## src/rtl/h_mux_arb_if.sv

```systemverilog
// Bus bundle for h_mux_arb: CHANNELS upstream valid/ready channels and one
// registered valid/ready downstream port.
//   in_data   : channel i data at [i*WIDTH +: WIDTH]
//   in_valid  : per-channel request
//   in_ready  : per-channel accept (at most one bit high)
//   out_data  : registered word
//   out_chan  : channel that supplied out_data
//   out_valid : out_data/out_chan hold an undelivered word
//   out_ready : downstream accepts the word
// slave = arbiter side, master = requester/consumer side.
interface h_mux_arb_if #(
  parameter int unsigned WIDTH    = 16,
  parameter int unsigned CHANNELS = 4
);
  localparam int unsigned CW = $clog2(CHANNELS);

  logic [CHANNELS*WIDTH-1:0] in_data;
  logic [CHANNELS-1:0]       in_valid;
  logic [CHANNELS-1:0]       in_ready;
  logic [WIDTH-1:0]          out_data;
  logic [CW-1:0]             out_chan;
  logic                      out_valid;
  logic                      out_ready;

  modport slave (
    input  in_data, in_valid, out_ready,
    output in_ready, out_data, out_chan, out_valid
  );

  modport master (
    output in_data, in_valid, out_ready,
    input  in_ready, out_data, out_chan, out_valid
  );
endinterface

```

## src/rtl/h_mux_arb.sv

```systemverilog
// N-channel registered multiplexer/arbiter sharing one downstream port.
// Round-robin (RR=1) or fixed lowest-index priority (RR=0) picks one valid
// channel; the winner's word is captured into a one-entry output register.
// Ports:
//   clk   : rising-edge clock
//   rst_n : asynchronous active-low reset
//   bus   : h_mux_arb_if.slave (in_data/in_valid/in_ready, out_* handshake)
module h_mux_arb #(
  parameter int unsigned WIDTH    = 16,
  parameter int unsigned CHANNELS = 4,
  parameter int unsigned RR       = 1
) (
  input  logic        clk,
  input  logic        rst_n,
  h_mux_arb_if.slave  bus
);
  localparam int unsigned   CW   = $clog2(CHANNELS);
  localparam logic [CW-1:0] LAST = CW'(CHANNELS - 1);

  typedef enum logic {EMPTY = 1'b0, FULL = 1'b1} state_t;

  state_t              state;
  logic [CW-1:0]       ptr;
  logic [CW-1:0]       gidx;
  logic [CHANNELS-1:0] grant;
  logic                found;
  logic                can_load;
  logic                xfer;
  logic [WIDTH-1:0]    sel_data;
  logic [WIDTH-1:0]    data_q;
  logic [CW-1:0]       chan_q;
  int unsigned         idx;

  // Search starts at ptr (RR) or 0 (fixed) and wraps modulo CHANNELS;
  // the first valid channel found is the only grant bit set.
  always_comb begin
    grant = '0;
    gidx  = '0;
    found = 1'b0;
    idx   = 0;
    for (int unsigned k = 0; k < CHANNELS; k++) begin
      idx = (RR != 0) ? 32'(ptr) + k : k;
      if (idx >= CHANNELS) idx = idx - CHANNELS;
      if (!found && bus.in_valid[idx[CW-1:0]]) begin
        found             = 1'b1;
        grant[idx[CW-1:0]] = 1'b1;
        gidx              = idx[CW-1:0];
      end
    end
  end

  always_comb begin
    sel_data = '0;
    for (int unsigned i = 0; i < CHANNELS; i++) begin
      if (grant[i]) sel_data = bus.in_data[i*WIDTH +: WIDTH];
    end
  end

  // A full register can still load when it drains in the same cycle.
  assign can_load     = (state == EMPTY) | bus.out_ready;
  assign xfer         = found & can_load;
  assign bus.in_ready = grant & {CHANNELS{can_load & rst_n}};

  always_ff @(posedge clk or negedge rst_n) begin
    if (!rst_n) begin
      state  <= EMPTY;
      data_q <= '0;
      chan_q <= '0;
      ptr    <= '0;
    end else begin
      case (state)
        EMPTY: if (xfer) state <= FULL;
        FULL:  if (bus.out_ready && !xfer) state <= EMPTY;
        default: state <= EMPTY;
      endcase
      if (xfer) begin
        data_q <= sel_data;
        chan_q <= gidx;
        if (RR != 0) ptr <= (gidx == LAST) ? '0 : gidx + CW'(1);
      end
    end
  end

  assign bus.out_valid = (state == FULL);
  assign bus.out_data  = data_q;
  assign bus.out_chan  = chan_q;
endmodule

```

## src/flat_wrapper.sv

```systemverilog
// flat-port wrapper written by rule: the top's interface ports become plain ports
module h_mux_arb_flat 
#(
  parameter int unsigned WIDTH    = 16,
  parameter int unsigned CHANNELS = 4,
  parameter int unsigned RR       = 1
)
  (clk, rst_n, bus_in_data, bus_in_valid, bus_out_ready, bus_in_ready, bus_out_data, bus_out_chan, bus_out_valid);
  h_mux_arb_if #(.WIDTH(WIDTH), .CHANNELS(CHANNELS)) bus_i ();
  input  logic clk;
  input  logic rst_n;
  input wire logic [$bits(bus_i.in_data)-1:0] bus_in_data;
  input wire logic [$bits(bus_i.in_valid)-1:0] bus_in_valid;
  input wire logic [$bits(bus_i.out_ready)-1:0] bus_out_ready;
  output wire logic [$bits(bus_i.in_ready)-1:0] bus_in_ready;
  output wire logic [$bits(bus_i.out_data)-1:0] bus_out_data;
  output wire logic [$bits(bus_i.out_chan)-1:0] bus_out_chan;
  output wire logic [$bits(bus_i.out_valid)-1:0] bus_out_valid;
  assign bus_i.in_data = bus_in_data;
  assign bus_i.in_valid = bus_in_valid;
  assign bus_i.out_ready = bus_out_ready;
  assign bus_in_ready = bus_i.in_ready;
  assign bus_out_data = bus_i.out_data;
  assign bus_out_chan = bus_i.out_chan;
  assign bus_out_valid = bus_i.out_valid;
  h_mux_arb #(.WIDTH(WIDTH), .CHANNELS(CHANNELS), .RR(RR)) u_core (.clk(clk), .rst_n(rst_n), .bus(bus_i));
endmodule
```

## config.mk

```make
export PLATFORM = sky130hd
export DESIGN_NAME = h_mux_arb_flat
export DESIGN_NICKNAME = d
export VERILOG_FILES = /design/src/rtl/h_mux_arb_if.sv /design/src/rtl/h_mux_arb.sv /design/src/flat_wrapper.sv
export SDC_FILE = /design/constraint.sdc
export NUM_CORES = 1
export LEC_CHECK = 0
export BUFFER_PORTS_ARGS = -buffer_cell sky130_fd_sc_hd__buf_2
export CAP_MARGIN = 5
export CORE_MARGIN = 2
export CORE_UTILIZATION = 42
export CTS_CLUSTER_SIZE = 8
export DETAILED_ROUTE_END_ITERATION = 10
export PLACE_DENSITY = 0.87
export REMOVE_ABC_BUFFERS = 1
export SLEW_MARGIN = 20
export SYNTH_ARGS = -nofsm -noshare
export SYNTH_HDL_FRONTEND = slang
export SYNTH_SLANG_ARGS = --single-unit
```

## constraint.sdc

```tcl
create_clock -name clk -period 3.6 [get_ports clk]
set_input_delay 0.36 -clock clk [delete_from_list [all_inputs] [get_ports clk]]
set_output_delay 0.36 -clock clk [all_outputs]
set_load 0.03 [all_outputs]
```

==> summary.md <==
| Metric | Value |
|---|---|
| Post-synth top area cell | dfrtp_1 |
| Share of cells above drive strength 1 | 0.399 |
| Drt wl/cell | 14.7 um |
| Hold buffer count at CTS | 0 |
| GRT Total Usage | 0.199 |
| Vias in the first global route | 1829 |
| DRC | 0 |
| Period utilization | 0.863 |
| DRT antenna net count | 0 |
| Maximum VDD drop | 439 uV |
| Post-layout min period | 3.11 ns |
| Setup_tns | 0 ns |
| Slew margin rel. | 0.504 |
| Nets | 371 |
| Via-to-Cell Ratio | 5.67 |
| Clk pwr share | 0.061 |
| Die H | 71.0 um |
| Synthesized instance count | 207 |
| RD Place Congestion | 0.901 |
| Grt ovf | 0 |
| Switching power | 1280 uW |
| Status | finished clean |
| Internal Power | 1200 uW |
| Slew at the pin closest to its max-slew limit | 0.745 ns |
| Distinct cells, synth | 39 |
| Crit Path Class | flip-flop to output pin |
| Max Cap Violations | 0 |
| Clock Pin Slew Worst Setup and Hold Paths | 0.07 ns |
| Cell row count | 24 |
| Largest net degree at the start of global routing | 31 |
| Global-route wire length before repair | 8.34 mm |
| Die W | 71.0 um |
| Combinational power share | 0.769 |
| Initial antenna violation count | 0 |
| Synth warn | 0 |
| Ports | 94 |
| Dpl hpwl | 3.84 mm |
| Number of diodes | 0 |
| Post-Syn Area | 1890 sq um |
| Setup bufs post-CTS | 0 |
| CP Data Required Time | 3.24 ns |
| Clock skew | 0.00192 ns |
| Final hold violation count | 0 |
| P&R area growth vs syn | 26.5% |
| Resized cells post-CTS | 0 |
| Area of the core | 4350 sq um |
| CTS H-tree depth | 1 |
| 1st-pass router iterations | 4 |
| CTS Buf Count | 3 |
| Die area | 5040 sq um |
| Power consumption | 2480 uW |
| Worst-Skew Late Latency | 0.26 ns |
| HP Class | primary input to async pin |
| Static leakage | 0.00112 uW |
| CTS tree | done |
| Via Count | 1944 |
| CP Launch Type | flip-flop |
| Post-synth top area share | 0.279 |
| CTS root buf | clkbuf_8 |
| Starting Density | 0.433 |
| CTS sink count | 21 |
| Syn_area_per_cell | 9.12 sq um |
| Iteration-0 DRC Markers | 108 |
| Worst setup EP type | output pin |
| Pwr Density | 1040 nW/um^2 |
| CP Data Arrival Time | 2.75 ns |
| Max Fclk | 322 MHz |
| Sw Share | 0.516 |
| Post-synthesis sequential area ratio | 0.279 |
| Final slew viol count | 0 |
| RSZ-0062 raised after global routing | no |
| Max FO, Critical Path | 12 |
| Number of setup violations in the final report | 0 |
| Final wirelength | 5.04 mm |
| Clock Path Buffers | 2 |
| Area contributors post-synth | dfrtp_1 28%, a221o_1 8.5%, o311a_1 8.5% |
| Minimum hold slack | 0.0605 ns |
| Flop pwr share | 0.169 |
| IO Port Bufs | 93 |
| Yosys reg bits | 21 |
## critical path, cell delays in order (launching register included)
cell and delay [ns]:
dfrtp_1 0.34, inv_1 0.09, ha_1 0.43, mux4_2 0.48, nor4b_4 0.45, nand2_1 0.17, o21ai_2 0.16, nor2b_1 0.17
buf_2 0.20
## routing by layer
layer / wire [um] / GRT usage / vias up
li1: - / - / 953
met1: 2140 / 0.263 / 902
met2: 2510 / 0.349 / 87
met3: 365 / 0.0356 / 2
met4: 22 / 0.0314 / 0
met5: 0 / 0 / -
## cell type report
| cell class | instances | area (sq um) |
|---|---|---|
| fillers | 404 | 1970 |
| repair buffers | 100 | 518 |
| flip-flops and latches | 21 | 526 |
| inverters | 4 | 15.0 |
| well taps | 52 | 65.1 |
| multi-input cells | 162 | 1220 |
| clock buffers | 4 | 45.0 |
## sequential cells by signal (all words and copies together) (netlist names)
signal,count
u_core.bus.out_data,16
u_core.bus.out_chan,2
u_core.ptr,2
u_core.bus.out_valid,1
## power by group through the flow
stage / sequential (uW) / clock, uW / combinational, uW
after floorplan: 670 / 0 / 1160
after global placement: 423 / 0 / 1880
after detailed placement: 427 / 0 / 1910
after CTS: 421 / 159 / 1920
after global routing: 433 / 171 / 2110
final: 420 / 152 / 1910
## placed cells by master (no fill, tap or decap), types with 2 or more instances in the layout
| cell type | Yosys | layout |
|---|---|---|
| a21o_1 | 2 | 2 |
| a21oi_1 | 20 | 20 |
| a221o_1 | 16 | 16 |
| a221oi_4 | 2 | 2 |
| buf_2 | 6 | 93 |
| buf_4 | 0 | 7 |
| clkbuf_8 | 0 | 3 |
| dfrtp_1 | 21 | 21 |
| ha_1 | 8 | 8 |
| inv_1 | 4 | 4 |
| mux2i_1 | 4 | 4 |
| mux4_2 | 4 | 4 |
| nand2_1 | 13 | 13 |
| nand2b_1 | 3 | 3 |
| nand3b_1 | 3 | 3 |
| nor2_1 | 41 | 41 |
| nor2b_1 | 5 | 5 |
| o21ai_0 | 6 | 6 |
| o311a_1 | 16 | 16 |
| or2_1 | 2 | 2 |
## cells by family after synthesis
family          Yosys count  synth area share
simple gates             73             0.186
mux                       9            0.0749
buf+inv                  24            0.0763
flops                    21             0.279
compound gates           72             0.332
fa+ha+maj                 8            0.0531
## cell usage after synthesis
cell / n
nor2b_1: 5
o2111ai_2: 1
buf_2: 6
a31o_1: 1
o22ai_1: 1
o21ai_2: 1
nand3b_1: 3
a2bb2oi_1: 1
o2bb2ai_1: 1
o32ai_4: 1
dfrtp_1: 21
nor4b_4: 1
a221o_1: 16
a221oi_4: 2
o21ai_0: 6
o311ai_0: 1
nand3_1: 1
nand2b_1: 3
a21oi_1: 20
nor2_1: 41
or2_1: 2
buf_1: 2
ha_1: 8
clkbuf_1: 5
nand2_2: 1
nand2_1: 13
mux4_2: 4
mux2_2: 1
inv_1: 4
and4bb_2: 1
o311a_1: 16
o31ai_1: 1
mux2i_1: 4
nor4_1: 1
buf_6: 6
clkbuf_2: 1
a21o_1: 2
and3b_1: 1
o211ai_1: 1
## per-stage QoR
| step | util | setup slack (ns) | instances | instance area, sq um |
|---|---|---|---|---|
| 2_1_floorplan | - | 0.149 | 187 | 1760 |
| 3_3_place_gp | 0.538 | 0.680 | 339 | 2340 |
| 3_5_place_dp | 0.538 | 0.623 | 339 | 2340 |
| 4_1_cts | 0.548 | 0.471 | 343 | 2390 |
| 5_1_grt | 0.548 | 0.258 | 343 | 2390 |
| 6_report | 0.548 | 0.493 | 343 | 2390 |
## path summary, 6_finish.rpt
| path | startpoint | endpoint | slack, ns | cells after the start |
|---|---|---|---|---|
| max | u_core.ptr[1] | bus_in_ready[3] | 0.49 | 8 |
| min | rst_n | u_core.bus.out_data[15] | 0.06 | 1 |
| max reg2reg | u_core.ptr[1] | u_core.bus.out_data[5] | 0.58 | 9 |
| max in group asynchronous | rst_n | u_core.ptr[1] | 3.21 | 1 |
| min in group clk | bus_in_data[44] | u_core.bus.out_data[12] | 0.36 | 2 |
| min reg2reg | u_core.bus.out_chan[0] | u_core.bus.out_chan[0] | 0.48 | 2 |
No activity file was read; power rests on OpenSTA's default activity.
